`src/rtl/hazard_stall_scheduler_if.sv`:
```
// ============================================================================
// Module  : hazard_stall_scheduler_if
// Brief   : Hazard inputs and stall/bubble/divider controls between pipeline and scheduler.
// Revision: 1.0
// ============================================================================
`default_nettype none

interface hazard_stall_scheduler_if #(
   parameter int ADDR_W = 5,
   parameter int CNT_W  = 32
);
   logic [ADDR_W-1:0] reg_data_1_addr_ID;
   logic [ADDR_W-1:0] reg_data_2_addr_ID;
   logic              re_1_ID;
   logic              re_2_ID;
   logic              is_branch_ID;
   logic [ADDR_W-1:0] target_EX;
   logic              WriteReg_EX;
   logic              MemOrAlu_EX;
   logic              div_req_EX;
   logic              mem_wait_MEM;

   logic              stall_PC;
   logic              stall_IF_ID;
   logic              stall_ID_EX;
   logic              stall_EX_MEM;
   logic              bubble_EX;
   logic              bubble_MEM;
   logic              bubble_WB;
   logic              div_start;
   logic              div_done;
   logic              div_busy;
   logic [CNT_W-1:0]  stall_count;

   modport master (
      output reg_data_1_addr_ID, reg_data_2_addr_ID, re_1_ID, re_2_ID, is_branch_ID,
             target_EX, WriteReg_EX, MemOrAlu_EX, div_req_EX, mem_wait_MEM,
      input  stall_PC, stall_IF_ID, stall_ID_EX, stall_EX_MEM, bubble_EX, bubble_MEM,
             bubble_WB, div_start, div_done, div_busy, stall_count
   );

   modport slave (
      input  reg_data_1_addr_ID, reg_data_2_addr_ID, re_1_ID, re_2_ID, is_branch_ID,
             target_EX, WriteReg_EX, MemOrAlu_EX, div_req_EX, mem_wait_MEM,
      output stall_PC, stall_IF_ID, stall_ID_EX, stall_EX_MEM, bubble_EX, bubble_MEM,
             bubble_WB, div_start, div_done, div_busy, stall_count
   );
endinterface

`default_nettype wire

```
`src/rtl/hazard_stall_scheduler.sv`:
```
// ============================================================================
// Module  : hazard_stall_scheduler
// Brief   : Load-use/branch stall, divider sequencing, memory-wait stall and stall counter.
// Revision: 1.0
// ============================================================================
`default_nettype none

module hazard_stall_scheduler #(
   parameter int DIV_CYCLES = 32,
   parameter int CNT_W      = 32
) (
   input wire logic               clk,
   input wire logic               rst,
   hazard_stall_scheduler_if.slave bus
);
   localparam logic c_MEM = 1'b1;
   localparam int   c_CW  = $clog2(DIV_CYCLES) + 1;

   typedef enum logic [1:0] {
      S_IDLE = 2'd0,
      S_BUSY = 2'd1,
      S_DONE = 2'd2
   } state_t;

   state_t            r_state;
   state_t            w_state_nxt;
   logic [c_CW-1:0]   r_div_cnt;
   logic [c_CW-1:0]   w_div_cnt_nxt;
   logic [CNT_W-1:0]  r_stall_cnt;

   logic w_src_match;
   logic w_lu;
   logic w_br;
   logic w_start_raw;
   logic w_done_raw;
   logic w_stall_pc, w_stall_if_id, w_stall_id_ex, w_stall_ex_mem;
   logic w_bubble_ex, w_bubble_mem, w_bubble_wb;

   // A load producer on a branch is already caught by LU, so BR only covers ALU producers.
   always_comb begin
      w_src_match = bus.WriteReg_EX && (bus.target_EX != '0) &&
                    ((bus.re_1_ID && (bus.reg_data_1_addr_ID == bus.target_EX)) ||
                     (bus.re_2_ID && (bus.reg_data_2_addr_ID == bus.target_EX)));
      w_lu = w_src_match && (bus.MemOrAlu_EX == c_MEM);
      w_br = w_src_match && bus.is_branch_ID && (bus.MemOrAlu_EX != c_MEM);
   end

   always_comb begin
      w_state_nxt   = r_state;
      w_div_cnt_nxt = r_div_cnt;
      w_start_raw   = 1'b0;
      w_done_raw    = 1'b0;
      case (r_state)
         S_IDLE: begin
            if (bus.div_req_EX && !bus.mem_wait_MEM) begin
               w_start_raw   = 1'b1;
               w_div_cnt_nxt = c_CW'(DIV_CYCLES - 1);
               w_state_nxt   = S_BUSY;
            end
         end
         S_BUSY: begin
            w_div_cnt_nxt = r_div_cnt - c_CW'(1);
            if (r_div_cnt == c_CW'(1)) begin
               w_state_nxt = S_DONE;
            end
         end
         S_DONE: begin
            // Result is held valid until the memory wait lets EX actually consume it.
            w_done_raw = 1'b1;
            if (!bus.mem_wait_MEM) begin
               w_state_nxt = S_IDLE;
            end
         end
         default: w_state_nxt = S_IDLE;
      endcase
   end

   always_comb begin
      w_stall_pc     = 1'b0;
      w_stall_if_id  = 1'b0;
      w_stall_id_ex  = 1'b0;
      w_stall_ex_mem = 1'b0;
      w_bubble_ex    = 1'b0;
      w_bubble_mem   = 1'b0;
      w_bubble_wb    = 1'b0;
      if (rst) begin
         if (bus.mem_wait_MEM) begin
            w_stall_pc     = 1'b1;
            w_stall_if_id  = 1'b1;
            w_stall_id_ex  = 1'b1;
            w_stall_ex_mem = 1'b1;
            w_bubble_wb    = 1'b1;
         end else if ((r_state == S_BUSY) || w_start_raw) begin
            w_stall_pc    = 1'b1;
            w_stall_if_id = 1'b1;
            w_stall_id_ex = 1'b1;
            w_bubble_mem  = 1'b1;
         end else if (w_lu || w_br) begin
            w_stall_pc    = 1'b1;
            w_stall_if_id = 1'b1;
            w_bubble_ex   = 1'b1;
         end
      end
   end

   always_ff @(posedge clk) begin
      if (!rst) begin
         r_state     <= S_IDLE;
         r_div_cnt   <= '0;
         r_stall_cnt <= '0;
      end else begin
         r_state   <= w_state_nxt;
         r_div_cnt <= w_div_cnt_nxt;
         if (w_stall_pc && (r_stall_cnt != '1)) begin
            r_stall_cnt <= r_stall_cnt + CNT_W'(1);
         end
      end
   end

   assign bus.stall_PC     = w_stall_pc;
   assign bus.stall_IF_ID  = w_stall_if_id;
   assign bus.stall_ID_EX  = w_stall_id_ex;
   assign bus.stall_EX_MEM = w_stall_ex_mem;
   assign bus.bubble_EX    = w_bubble_ex;
   assign bus.bubble_MEM   = w_bubble_mem;
   assign bus.bubble_WB    = w_bubble_wb;
   assign bus.div_start    = rst && w_start_raw;
   assign bus.div_done     = rst && w_done_raw;
   assign bus.div_busy     = rst && (r_state != S_IDLE);
   assign bus.stall_count  = r_stall_cnt;

endmodule

`default_nettype wire

```
`src/flat_wrapper.sv`:
```
// flat-port wrapper written by rule: the top's interface ports become plain ports
module hazard_stall_scheduler_flat 
#(
   parameter int DIV_CYCLES = 32,
   parameter int CNT_W      = 32
)
  (clk, rst, bus_reg_data_1_addr_ID, bus_reg_data_2_addr_ID, bus_re_1_ID, bus_re_2_ID, bus_is_branch_ID, bus_target_EX, bus_WriteReg_EX, bus_MemOrAlu_EX, bus_div_req_EX, bus_mem_wait_MEM, bus_stall_PC, bus_stall_IF_ID, bus_stall_ID_EX, bus_stall_EX_MEM, bus_bubble_EX, bus_bubble_MEM, bus_bubble_WB, bus_div_start, bus_div_done, bus_div_busy, bus_stall_count);
  hazard_stall_scheduler_if #(.ADDR_W(5), .CNT_W(CNT_W)) bus_i ();
  input wire logic clk;
  input wire logic rst;
  input wire logic [$bits(bus_i.reg_data_1_addr_ID)-1:0] bus_reg_data_1_addr_ID;
  input wire logic [$bits(bus_i.reg_data_2_addr_ID)-1:0] bus_reg_data_2_addr_ID;
  input wire logic [$bits(bus_i.re_1_ID)-1:0] bus_re_1_ID;
  input wire logic [$bits(bus_i.re_2_ID)-1:0] bus_re_2_ID;
  input wire logic [$bits(bus_i.is_branch_ID)-1:0] bus_is_branch_ID;
  input wire logic [$bits(bus_i.target_EX)-1:0] bus_target_EX;
  input wire logic [$bits(bus_i.WriteReg_EX)-1:0] bus_WriteReg_EX;
  input wire logic [$bits(bus_i.MemOrAlu_EX)-1:0] bus_MemOrAlu_EX;
  input wire logic [$bits(bus_i.div_req_EX)-1:0] bus_div_req_EX;
  input wire logic [$bits(bus_i.mem_wait_MEM)-1:0] bus_mem_wait_MEM;
  output wire logic [$bits(bus_i.stall_PC)-1:0] bus_stall_PC;
  output wire logic [$bits(bus_i.stall_IF_ID)-1:0] bus_stall_IF_ID;
  output wire logic [$bits(bus_i.stall_ID_EX)-1:0] bus_stall_ID_EX;
  output wire logic [$bits(bus_i.stall_EX_MEM)-1:0] bus_stall_EX_MEM;
  output wire logic [$bits(bus_i.bubble_EX)-1:0] bus_bubble_EX;
  output wire logic [$bits(bus_i.bubble_MEM)-1:0] bus_bubble_MEM;
  output wire logic [$bits(bus_i.bubble_WB)-1:0] bus_bubble_WB;
  output wire logic [$bits(bus_i.div_start)-1:0] bus_div_start;
  output wire logic [$bits(bus_i.div_done)-1:0] bus_div_done;
  output wire logic [$bits(bus_i.div_busy)-1:0] bus_div_busy;
  output wire logic [$bits(bus_i.stall_count)-1:0] bus_stall_count;
  assign bus_i.reg_data_1_addr_ID = bus_reg_data_1_addr_ID;
  assign bus_i.reg_data_2_addr_ID = bus_reg_data_2_addr_ID;
  assign bus_i.re_1_ID = bus_re_1_ID;
  assign bus_i.re_2_ID = bus_re_2_ID;
  assign bus_i.is_branch_ID = bus_is_branch_ID;
  assign bus_i.target_EX = bus_target_EX;
  assign bus_i.WriteReg_EX = bus_WriteReg_EX;
  assign bus_i.MemOrAlu_EX = bus_MemOrAlu_EX;
  assign bus_i.div_req_EX = bus_div_req_EX;
  assign bus_i.mem_wait_MEM = bus_mem_wait_MEM;
  assign bus_stall_PC = bus_i.stall_PC;
  assign bus_stall_IF_ID = bus_i.stall_IF_ID;
  assign bus_stall_ID_EX = bus_i.stall_ID_EX;
  assign bus_stall_EX_MEM = bus_i.stall_EX_MEM;
  assign bus_bubble_EX = bus_i.bubble_EX;
  assign bus_bubble_MEM = bus_i.bubble_MEM;
  assign bus_bubble_WB = bus_i.bubble_WB;
  assign bus_div_start = bus_i.div_start;
  assign bus_div_done = bus_i.div_done;
  assign bus_div_busy = bus_i.div_busy;
  assign bus_stall_count = bus_i.stall_count;
  hazard_stall_scheduler #(.DIV_CYCLES(DIV_CYCLES), .CNT_W(CNT_W)) u_core (.clk(clk), .rst(rst), .bus(bus_i));
endmodule
```
`config.mk`:
```
export PLATFORM = sky130hd
export DESIGN_NAME = hazard_stall_scheduler_flat
export DESIGN_NICKNAME = d
export VERILOG_FILES = /design/src/rtl/hazard_stall_scheduler_if.sv /design/src/rtl/hazard_stall_scheduler.sv /design/src/flat_wrapper.sv
export SDC_FILE = /design/constraint.sdc
export NUM_CORES = 1
export LEC_CHECK = 0
export ABC_AREA = 1
export ABC_CLOCK_PERIOD_IN_PS = 2400
export BUFFER_PORTS_ARGS = -buffer_cell sky130_fd_sc_hd__buf_2
export CAP_MARGIN = 10
export CORE_MARGIN = 1
export CORE_UTILIZATION = 49
export CTS_BUF_LIST = sky130_fd_sc_hd__clkbuf_2
export DETAILED_ROUTE_END_ITERATION = 7
export PLACE_DENSITY = 0.72
export SETUP_SLACK_MARGIN = 0.3
export SLEW_MARGIN = 20
export SYNTH_ARGS = -nofsm -noshare
export SYNTH_HDL_FRONTEND = slang
export SYNTH_SLANG_ARGS = --single-unit
```
`constraint.sdc`:
```
create_clock -name clk -period 2.4 [get_ports clk]
set_clock_uncertainty 0.2 [all_clocks]
set_input_delay 0.12 -clock clk [delete_from_list [all_inputs] [get_ports clk]]
set_output_delay 0.12 -clock clk [all_outputs]
set_load 0.05 [all_outputs]
```
# == Word-level counts from Yosys, hierarchy flattened ==
# Index checks and enable logic that the tools add are counted.
# op_classes
n_reduce_logical,22
add_sub_neg,2
muxes,23
n_bitwise,1
eq_ne,9
# ops
cell,count
"32-bit by 1-bit adder with 32-bit output, second input constant",1
"32-bit inequality test, second input constant",1
1-bit two-way mux,17
1-bit logical AND,12
6-bit one-hot mux with 2 select lines,1
5-bit == test,2
"6-bit by 1-bit == test with 1-bit output, second input constant",1
2-bit two-way mux,3
6-bit two-way mux,1
2-bit one-hot mux with 3 select lines,1
"6-bit by 1-bit subtractor with 6-bit output, second input constant",1
5-bit nonzero test,1
"2-bit by 1-bit inequality test with 1-bit output, second input constant",2
2-bit nonzero test,2
1-bit logical OR,3
3-bit AND reduction,1
"2-bit by 1-bit == test with 1-bit output, second input constant",1
"2-bit == test, second input constant",1
2-bit logical NOT,1
"2-bit inequality test, second input constant",1
2-bit AND reduction,1
1-bit logical NOT,1
1-bit inverter,1
# word_totals
output_inout_bits,42
register_bits,40
input_bits,24

# == Logic depth before layout (Yosys ltp) ==
# Gate-level depths: netlist of the first run.
# depth
word_depth,12
mapped_depth,12
depth_no_buf,11

# == Worst setup path after synthesis of the first run ==
# Ideal clock, no wire load.
# synth_path
path_kind,register to register
from,"register u_core.r_stall_cnt[0], in the netlist u_core.bus.stall_count[0]"
to,"register u_core.r_stall_cnt[3], in the netlist u_core.bus.stall_count[3]"
required_ns,2.130
setup_slack_ns,0.066
arrival_ns,2.064
setup_ns,0.070
stages_incl_launch_ff,11
path_cell_list,dfxtp_1 ha_1 nand2_1 nor2_4 nand4_2 nor2_2 nand3_2 nand2_4 buf_6 nand2_1 a21oi_1
# synth_via
elab_chain_cells,2
word_cells_on_any_way,3
# synth_rtl
element,line_no,text
"start, declared",hazard_stall_scheduler.sv:29,logic [CNT_W-1:0] r_stall_cnt;
"start signal, assigned",hazard_stall_scheduler.sv:115,r_stall_cnt <= r_stall_cnt + CNT_W'(1);
branches (longest 2 deep; another with 32-bit by 1-bit adder with 32-bit output),--,
# Several ways; the timed one is not identified.
# A chain may end at the register's enable or synchronous reset.

# == Final worst setup path of the first run ==
# layout_path
from,"register u_core.r_stall_cnt[18], in the netlist u_core.bus.stall_count[18]"
to,"register u_core.r_stall_cnt[0], in the netlist u_core.bus.stall_count[0]"
# layout_via
elab_chain_cells,2
# layout_rtl
element,line_no,text
32-bit inequality test,hazard_stall_scheduler.sv:114,if (w_stall_pc && (r_stall_cnt != '1)) begin
1-bit logical AND,hazard_stall_scheduler.sv:114,
# Every way passes these cells.

==> flow_metrics.py, run 1 <==
metrics = {
    "status": {
        "failed_checks": "DRC",
        "status": "complete, but fails checks",
    },
    "drt": {
        "firstDrtPassIters": 7,
        "vias": 3196,
        "wl_met3_microns": 494,
        "drt.antenna.violating_nets": 0,
        "via_per_inst": 5.197,
        "wl_met2_mm": 3.638,
        "drt_iter0_drc": 338,
        "drc": 2,
        "routed_wl_mm": 7.963,
        "wl_met1_mm": 3.571,
        "top_layer": "met4",
        "wl_per_cell_microns": 12.95,
    },
    "place": {
        "place_congestion": 0.9123,
        "dp_hpwl_mm": 5.525,
        "io_buffers": 65,
    },
    "power": {
        "p_leak_uw": 0.001534,
        "fin_total_pwr_uw": 1267,
        "p_per_area_nw_per_um2": 364.6,
        "vdd_ir_drop_max_mv": 0.2850,
    },
    "synthesis": {
        "synth_cell_types": 31,
        "synth_top_flop_cell": "dfxtp_1",
        "netlist_top_cells_count": "nand2_1 (162), nor2_1 (67), nand3_1 (45)",
        "avgSynthCellArea_sq_um": 6.003,
        "yosys_register_bits": 40,
        "synthTopCellsByArea": "dfxtp_1 (29%), nand2_1 (22%), nor2_1 (9.0%)",
        "synth_edf_count": 0,
        "yosys.area.top_type": "dfxtp_1",
        "syn_area_sq_um": 2785,
        "syn-num-nets": 491,
        "seq_area_frac_synth_pct": 28.75,
        "syn_inst": 464,
        "synth_top_area_share_pct": 28.75,
        "yosys_warnings": 0,
        "synthArstFlopShare_pct": 0,
        "yosysMostFrequentCell": "nand2_1",
    },
    "worst_setup_path": {
        "cp-start-kind": "flop",
        "endpoint_kind": "flop",
        "cp_max_fo": 7,
        "crit_arrival_ns": 2.12,
        "crit_required_ns": 2.51,
        "critPathKind": "reg -> reg",
    },
    "finish": {
        "final_nets": 569,
        "area_growth_pct": 24.71,
        "fill_cells": 524,
        "antennaDiodeCount": 0,
        "drive_gt1_share_pct": 23.39,
    },
    "sta": {
        "rsz0062_at_grt": "false",
        "setup_viol": 0,
        "period_share_pct": 83.61,
        "tightest_slew_ns": 0.4244,
        "fmax_mhz": 498.3,
        "relSlewSlack_pct": 71.60,
        "fin_crit_ns": 2.007,
        "setup-tns-final_ns": 0,
        "final_hold_viol_count": 0,
        "maxSlewViolCount": 0,
    },
    "die": {
        "rows": 27,
        "ios": 66,
        "core_sq_um": 5507,
        "start_util_pct": 50.58,
        "die_w_microns": 77.39,
        "die_y_microns": 77.39,
        "die_area_sq_um": 5989,
    },
    "global_routing": {
        "grt_start_max_net_pins": 32,
        "grt_usage_pct": 25.42,
        "first_global_vias": 2764,
        "antenna_found_initial": 0,
        "grt_first_pass_wirelength_mm": 12.32,
        "grt-ovfl-total": 0,
    },
    "clock_network": {
        "clk_path_buf_depth": 2,
        "cts_buffers": 5,
        "htreeDepth": 2,
        "cts_tree": "yes",
        "clock-root-buffer": "clkbuf_2",
        "numClockSinks": 40,
        "clk_pin_slew_ns": 0.20,
        "worstSkewPairLatency_ns": 0.40,
    },
    "hold_path": {
        "hold_path_class": "in -> reg",
    },
    "flow_run": {
        "cap_viol_max_count": 0,
    },
}
-- critical path: stages, from the launching register on --
cell	delay, ns
dfxtp_1	0.52
nand2_1	0.14
nor2_1	0.22
inv_2	0.07
nor2_4	0.12
nand3_4	0.23
clkbuf_16	0.26
nand3_1	0.09
a21oi_1	0.07
-- through the flow --
stage | util, % | instances | area [sq um] | hold slack (ns) | worst slack, ns
2_1_floorplan | - | 464 | 2795 | 0.08531 | 0.3130
4_1_cts | 59.46 | 604 | 3274 | 0.2097 | 0.3201
5_1_grt | 63.08 | 615 | 3473 | 0.1683 | 0.2881
3_3_place_gp | 57.31 | 591 | 3156 | 0.2401 | 0.3874
3_5_place_dp | 57.31 | 591 | 3156 | 0.2476 | 0.3233
6_report | 63.08 | 615 | 3473 | 0.1496 | 0.3933
-- cells in the final DEF (no fill, tap or decap), types with 3 or more instances in the layout --
cell type / instances
a21oi_1: 33
buf_2: 62
buf_4: 14
clkbuf_2: 7
dfxtp_1: 26
dfxtp_2: 12
dlygate4sd3_1: 4
inv_1: 40
nand2_1: 161
nand2_2: 3
nand2_8: 3
nand3_1: 45
nand3b_1: 11
nand4_1: 3
nor2_1: 64
nor2_2: 5
nor2_4: 4
xnor2_1: 4
xor2_1: 11
-- power breakdown --
part	internal (uW)	switching (uW)	leakage, uW
registers	680	13.1	0.000331
clock network	78.0	227	0.0000306
logic	93.1	175	0.00117
-- layout make-up --
class	count	area [sq um]	share of cell area, %
Clock buffer	7	35.03	1.009
Timing Repair Buffer	85	538.0	15.49
Sequential cell	40	823.3	23.70
Tap cell	72	90.09	2.594
Clock inverter	1	3.754	0.1081
Inverter	42	157.7	4.539
Multi-Input combinational cell	368	1826	52.56
-- cells by family (layout without fill, tap and decap cells) --
kind of cell	count (synthesis)	in the layout	synth area share, %
compound gates	43	43	8.445
xor+xnor	15	15	4.717
simple gates	305	307	47.48
buf+inv	58	135	9.254
flops	40	40	28.75
fa+ha+maj	3	3	1.348
-- layer usage --
metal	up-vias	track usage, %
li1	1627	-
met1	1418	32.37
met2	121	43.27
met3	30	3.765
met4	0	9.245
met5	-	0
-- final timing paths --
| kind | from | endpoint | slack [ns] | cells past startpoint |
|---|---|---|---|---|
| worst min register to register | u_core.r_div_cnt[4] | u_core.r_div_cnt[4] | 0.29 | 2 |
| worst max-delay path | u_core.bus.stall_count[18] | u_core.bus.stall_count[0] | 0.39 | 8 |
| worst max register to register | u_core.bus.stall_count[18] | u_core.bus.stall_count[0] | 0.39 | 8 |
| worst min-delay path | bus_WriteReg_EX | u_core.bus.stall_count[26] | 0.15 | 7 |
-- sequential cells by signal (all words and copies together) (netlist names) --
| register | flops |
|---|---|
| u_core.bus.stall_count | 32 |
| u_core.r_state | 2 |
| u_core.r_div_cnt | 6 |
-- what timing repair did --
item | CTS | global route
pin swaps | 1 | 4
cloned | 0 | 3
hold buffers | 4 | 0
setup buffers | 1 | 8
setup endpoints to repair | 31 | 34
gates resized for setup | 7 | 30
endpoints found under the hold margin | 7 | 0
Note: power is estimated with default switching activity, not from simulation.
==> inputs of run 2 (changes only) <==
Settings changed: ABC_CLOCK_PERIOD_IN_PS 2400 to 1800, PLACE_DENSITY 0.72 to 0.75.
Clock period 2.4 ns to 1.8 ns, I/O delays scaled along.
==> flow_metrics.py, run 2 (synthesis results as in run 1) <==
metrics = {
    "sta": {
        "relSlewSlack_pct": 62.03,
        "final_hold_viol_count": 4,
        "maxSlewViolCount": 0,
        "period_share_pct": 105.7,
        "tightest_slew_ns": 0.5689,
        "rsz0062_at_grt": "true",
        "setup_viol": 38,
        "fmax_mhz": 525.7,
        "fin_crit_ns": 1.902,
        "fin_hold_ws_ns": -0.04113,
        "setup_slack_ns": -0.1024,
    },
    "die": {
        "start_util_pct": 50.58,
        "core_sq_um": 5507,
        "ios": 66,
        "die_area_sq_um": 5989,
        "die_y_microns": 77.39,
        "die_w_microns": 77.39,
        "rows": 27,
    },
    "worst_setup_path": {
        "worstSetupStartpoint": "u_core.r_state[1]",
        "reg2reg_slack_ns": -0.10,
        "critPathCapture": "u_core.bus.stall_count[2]",
        "rr_worst_depth": 12,
        "cp-start-kind": "flop",
        "crit_required_ns": 1.92,
        "crit_arrival_ns": 2.02,
        "cp_max_fo": 7,
        "endpoint_kind": "flop",
        "r2r_end": "u_core.bus.stall_count[2]",
        "critPathKind": "reg -> reg",
        "r2r-start": "u_core.r_state[1]",
    },
    "flow_run": {
        "cap_viol_max_count": 0,
    },
    "global_routing": {
        "grt-busiest-layer": "met2",
        "use_met3_pct": 5.647,
        "grt_first_pass_wirelength_mm": 14.98,
        "grt_usage_pct": 31.51,
        "grt-ovfl-total": 0,
        "antenna_found_initial": 1,
        "first_global_vias": 3243,
        "grt_util_met2_pct": 52.39,
        "grtUsageMet1_pct": 39.49,
        "grt_start_max_net_pins": 26,
    },
    "drt": {
        "drc": 0,
        "vias": 3629,
        "routed_wl_mm": 10.45,
        "drt_iter0_drc": 329,
        "firstDrtPassIters": 5,
        "via_per_inst": 5.498,
        "wl_per_cell_microns": 15.83,
        "drt.antenna.violating_nets": 0,
    },
    "power": {
        "vdd_ir_drop_max_mv": 0.3694,
        "p_per_area_nw_per_um2": 469.6,
        "fin_total_pwr_uw": 2035,
        "p_leak_uw": 0.001898,
    },
    "clock_network": {
        "cts_buffers": 5,
        "cts_tree": "yes",
        "htreeDepth": 2,
        "clk_pin_slew_ns": 0.23,
        "clk_path_buf_depth": 2,
        "worstSkewPairLatency_ns": 0.43,
        "numClockSinks": 40,
        "clock-root-buffer": "clkbuf_2",
    },
    "status": {
        "status": "complete, but fails checks",
        "failed_checks": "hold timing, setup timing",
    },
    "finish": {
        "fin_area_sq_um": 4334,
        "utilization_pct": 78.71,
        "final_common_cell": "nand2_1",
        "drive_gt1_share_pct": 43.44,
        "multiInputGateArea_sq_um": 2087,
        "mostFrequentLayoutCells": "nand2_1 (139), nor2_1 (56), buf_4 (50), nand3_1 (43), buf_2 (38)",
        "area_growth_pct": 55.62,
        "fill_cells": 395,
        "final_nets": 613,
        "largest_reg_flops": 32,
        "seq_area_sq_um": 867.1,
    },
    "place": {
        "dp_hpwl_mm": 6.451,
        "place_area_sq_um": 3495,
        "pre_cts_slack_ns": -0.06782,
        "place_congestion": 0.9861,
        "io_buffers": 65,
    },
    "hold_path": {
        "hold_path_class": "in -> reg",
    },
}
run 2: metrics by stage:
step	hold WS [ns]	instances	TNS, ns
5_1_grt	-0.03608	660	-5.014
3_3_place_gp	0.2142	623	-0.1534
2_1_floorplan	0.04372	464	-0.7333
6_report	-0.04113	660	-2.679
4_1_cts	-0.2568	649	-0.3323
3_5_place_dp	0.2131	623	-0.1771
run 2: worst min-delay path by stage:
| stage | end | startpoint | slack (ns) | cells after the start |
|---|---|---|---|---|
| floorplan | bus_bubble_MEM | bus_mem_wait_MEM | 0.04 | 1 |
| global placement | u_core.bus.stall_count[24] | rst | 0.21 | 3 |
| detailed placement | u_core.r_state[1] | bus_mem_wait_MEM | 0.21 | 3 |
| CTS | u_core.bus.stall_count[24] | rst | -0.26 | 3 |
| global route | u_core.bus.stall_count[22] | rst | -0.04 | 5 |
| finish | u_core.bus.stall_count[22] | rst | -0.04 | 5 |
run 2: timing repair:
item / in CTS / in global routing
gates cloned: 0 / 3
hold buffers: 2 / 1
pin swaps: 14 / 21
resized for setup: 59 / 101
buffers inserted: 16 / 6
endpoints found under the hold margin: 9 / 5
endpoints found under the setup margin: 43 / 65
run 2: area by class of cell:
type | instances | share of cell area, %
Antenna cell | 1 | 0.05774
Clock buffer | 5 | 0.5774
Clock inverter | 3 | 0.8661
Inverter | 42 | 3.695
Multi-Input combinational cell | 366 | 48.15
Sequential cell | 40 | 20.01
Tap cell | 72 | 2.079
Timing Repair Buffer | 131 | 24.57
run 2: critical path, cell delays in order (launching register included):
cell	delay, ns
dfxtp_4	0.42
nor2_4	0.11
nand3_2	0.11
nand2_4	0.10
inv_4	0.05
nand2_4	0.06
nand2_4	0.07
nand2_8	0.10
buf_4	0.17
nand2_4	0.11
clkbuf_16	0.19
nand2_1	0.05
a21oi_1	0.05
run 2: report_power, final:
| group | switching, uW | internal [uW] |
|---|---|---|
| clock network | 326 | 226 |
| registers | 23.4 | 895 |
| logic | 325 | 240 |
| total | 675 | 1360 |
run 2: routing by layer:
layer  up-vias  wire (microns)  share of wire, %
met3        39             702               6.7
li1       1720               -                 -
met5         -               0                 0
met2       181            5183                50
met1      1689            4205                40
met4         0             356               3.4
==> inputs of run 3 (changes only) <==
Settings changed: CORE_UTILIZATION 49 to 32, PLACE_DENSITY 0.75 to 0.52.
==> flow_metrics.py, run 3 (synthesis results as in run 1) <==
metrics = {
    "finish": {
        "antennaDiodeCount": 0,
        "final_nets": 622,
        "final_common_cell": "nand2_1",
        "drive_gt1_share_pct": 42.45,
        "seq_area_sq_um": 865.8,
        "instances_no_fill": 701,
        "area_growth_pct": 61.68,
        "mostFrequentLayoutCells": "nand2_1 (148), buf_4 (59), nor2_1 (55), buf_2 (38), inv_1 (36)",
        "fin_area_sq_um": 4503,
        "multiInputGateArea_sq_um": 2003,
        "fill_cells": 812,
        "largest_reg_flops": 32,
    },
    "sta": {
        "relSlewSlack_pct": 65.18,
        "setup_slack_ns": -0.1177,
        "fin_hold_ws_ns": -0.06225,
        "period_share_pct": 106.5,
        "fmax_mhz": 521.4,
        "setup-tns-final_ns": -1.911,
        "fin_crit_ns": 1.918,
        "tightest_slew_ns": 0.5217,
        "final_hold_viol_count": 5,
        "maxSlewViolCount": 0,
        "rsz0062_at_grt": "true",
        "setup_viol": 32,
    },
    "power": {
        "sw_frac_of_total_pct": 31.29,
        "vdd_ir_drop_max_mv": 0.2872,
        "p_leak_uw": 0.001999,
        "p_sw_uw": 628.9,
        "seqPwrFrac_pct": 45.5,
        "p_per_area_nw_per_um2": 446.4,
        "power_frac_comb_pct": 26.2,
        "internal_power_uw": 1381,
        "pwr-share-clk_pct": 28.3,
    },
    "drt": {
        "drc": 0,
        "wl_per_cell_microns": 13.53,
        "vias": 3368,
        "drt.antenna.violating_nets": 0,
        "drt_iter0_drc": 156,
        "via_per_inst": 4.805,
        "firstDrtPassIters": 4,
        "routed_wl_mm": 9.488,
    },
    "place": {
        "pre_cts_slack_ns": -0.03103,
        "place_congestion": 0.8593,
        "io_buffers": 65,
        "dp.cells": 660,
        "place_area_sq_um": 3578,
        "dp_hpwl_mm": 6.587,
    },
    "global_routing": {
        "grt_first_pass_wirelength_mm": 15.69,
        "grt_start_max_net_pins": 19,
        "first_global_vias": 3297,
        "grt_usage_pct": 22.29,
        "antenna_found_initial": 0,
        "grt-ovfl-total": 0,
    },
    "worst_setup_path": {
        "reg2reg_slack_ns": -0.12,
        "cp-start-kind": "flop",
        "crit_required_ns": 1.96,
        "critPathKind": "reg -> reg",
        "crit_arrival_ns": 2.08,
        "cp_max_fo": 6,
        "endpoint_kind": "flop",
    },
    "die": {
        "ios": 66,
        "rows": 33,
        "start_util_pct": 33.56,
        "core_sq_um": 8299,
        "die_area_sq_um": 9081,
        "die_y_microns": 95.30,
        "die_w_microns": 95.30,
    },
    "clock_network": {
        "hold_buffers": 2,
        "clk_pin_slew_ns": 0.23,
        "cts_tree": "yes",
        "worstSkewPairLatency_ns": 0.43,
        "numClockSinks": 40,
        "clk_path_buf_depth": 2,
        "clock-root-buffer": "clkbuf_2",
        "htreeDepth": 2,
        "cts_buffers": 5,
    },
    "hold_path": {
        "hold_path_class": "in -> reg",
    },
    "status": {
        "status": "complete, but fails checks",
        "failed_checks": "hold timing, setup timing",
    },
    "flow_run": {
        "cap_viol_max_count": 0,
    },
}
==> run 3: layer usage <==
layer / share of wire [%] / track usage (%)
met4: 2.1 / 7.323
met2: 47 / 38.04
met5: 0 / 0
met1: 46 / 28.56
met3: 4.6 / 3.270
==> run 3: repair_timing <==
item,in CTS,in global routing
endpoints found under the hold margin,7,5
setup buffers,24,2
resized for setup,91,55
endpoints found under the setup margin,44,58
gates cloned,5,0
pin swaps,22,8
==> run 3: layout make-up <==
class | instances | area share (%)
clock buffers | 6 | 0.6669
repair buffers | 140 | 28.42
inverters | 42 | 3.501
well taps | 105 | 2.917
flip-flops and latches | 40 | 19.23
clock inverters | 2 | 0.7780
multi-input cells | 366 | 44.48
==> run 3: final timing paths <==
| kind | start | to | depth (start not counted) |
|---|---|---|---|
| max | u_core.r_state[0] | u_core.bus.stall_count[10] | 14 |
| min | bus_div_req_EX | u_core.r_state[0] | 5 |
| max reg2reg | u_core.r_state[0] | u_core.bus.stall_count[10] | 14 |
| min reg2reg | u_core.r_div_cnt[4] | u_core.r_div_cnt[4] | 2 |
==> run 3: per-stage QoR <==
stage,hold WS [ns],power (uW),util (%)
after CTS,-0.08467,1991,52.19
after detailed placement,0.2215,1278,43.12
after floorplan,0.04372,1166,-
final,-0.06225,2010,54.26
after global routing,-0.09114,2110,54.26
after global placement,0.2195,1273,43.12
==> run 3: power by group through the flow <==
stage          registers [uW]  logic, uW  clock network, uW
2_1_floorplan             945        221                  0
3_3_place_gp              934        339                  0
3_5_place_dp              935        343                  0
4_1_cts                   913        498                580
5_1_grt                   918        571                621
6_report                  914        528                568
==> run 3: critical path, cell delays in order, from the launching register on <==
cell,delay [ns]
dfxtp_2,0.39
inv_2,0.08
nor2_4,0.04
inv_2,0.06
nand2_2,0.06
inv_2,0.07
nand2_4,0.05
nand2_4,0.07
nand2_4,0.05
buf_4,0.16
nand2_4,0.15
buf_12,0.12
buf_12,0.11
nand2_1,0.07
a21oi_2,0.14
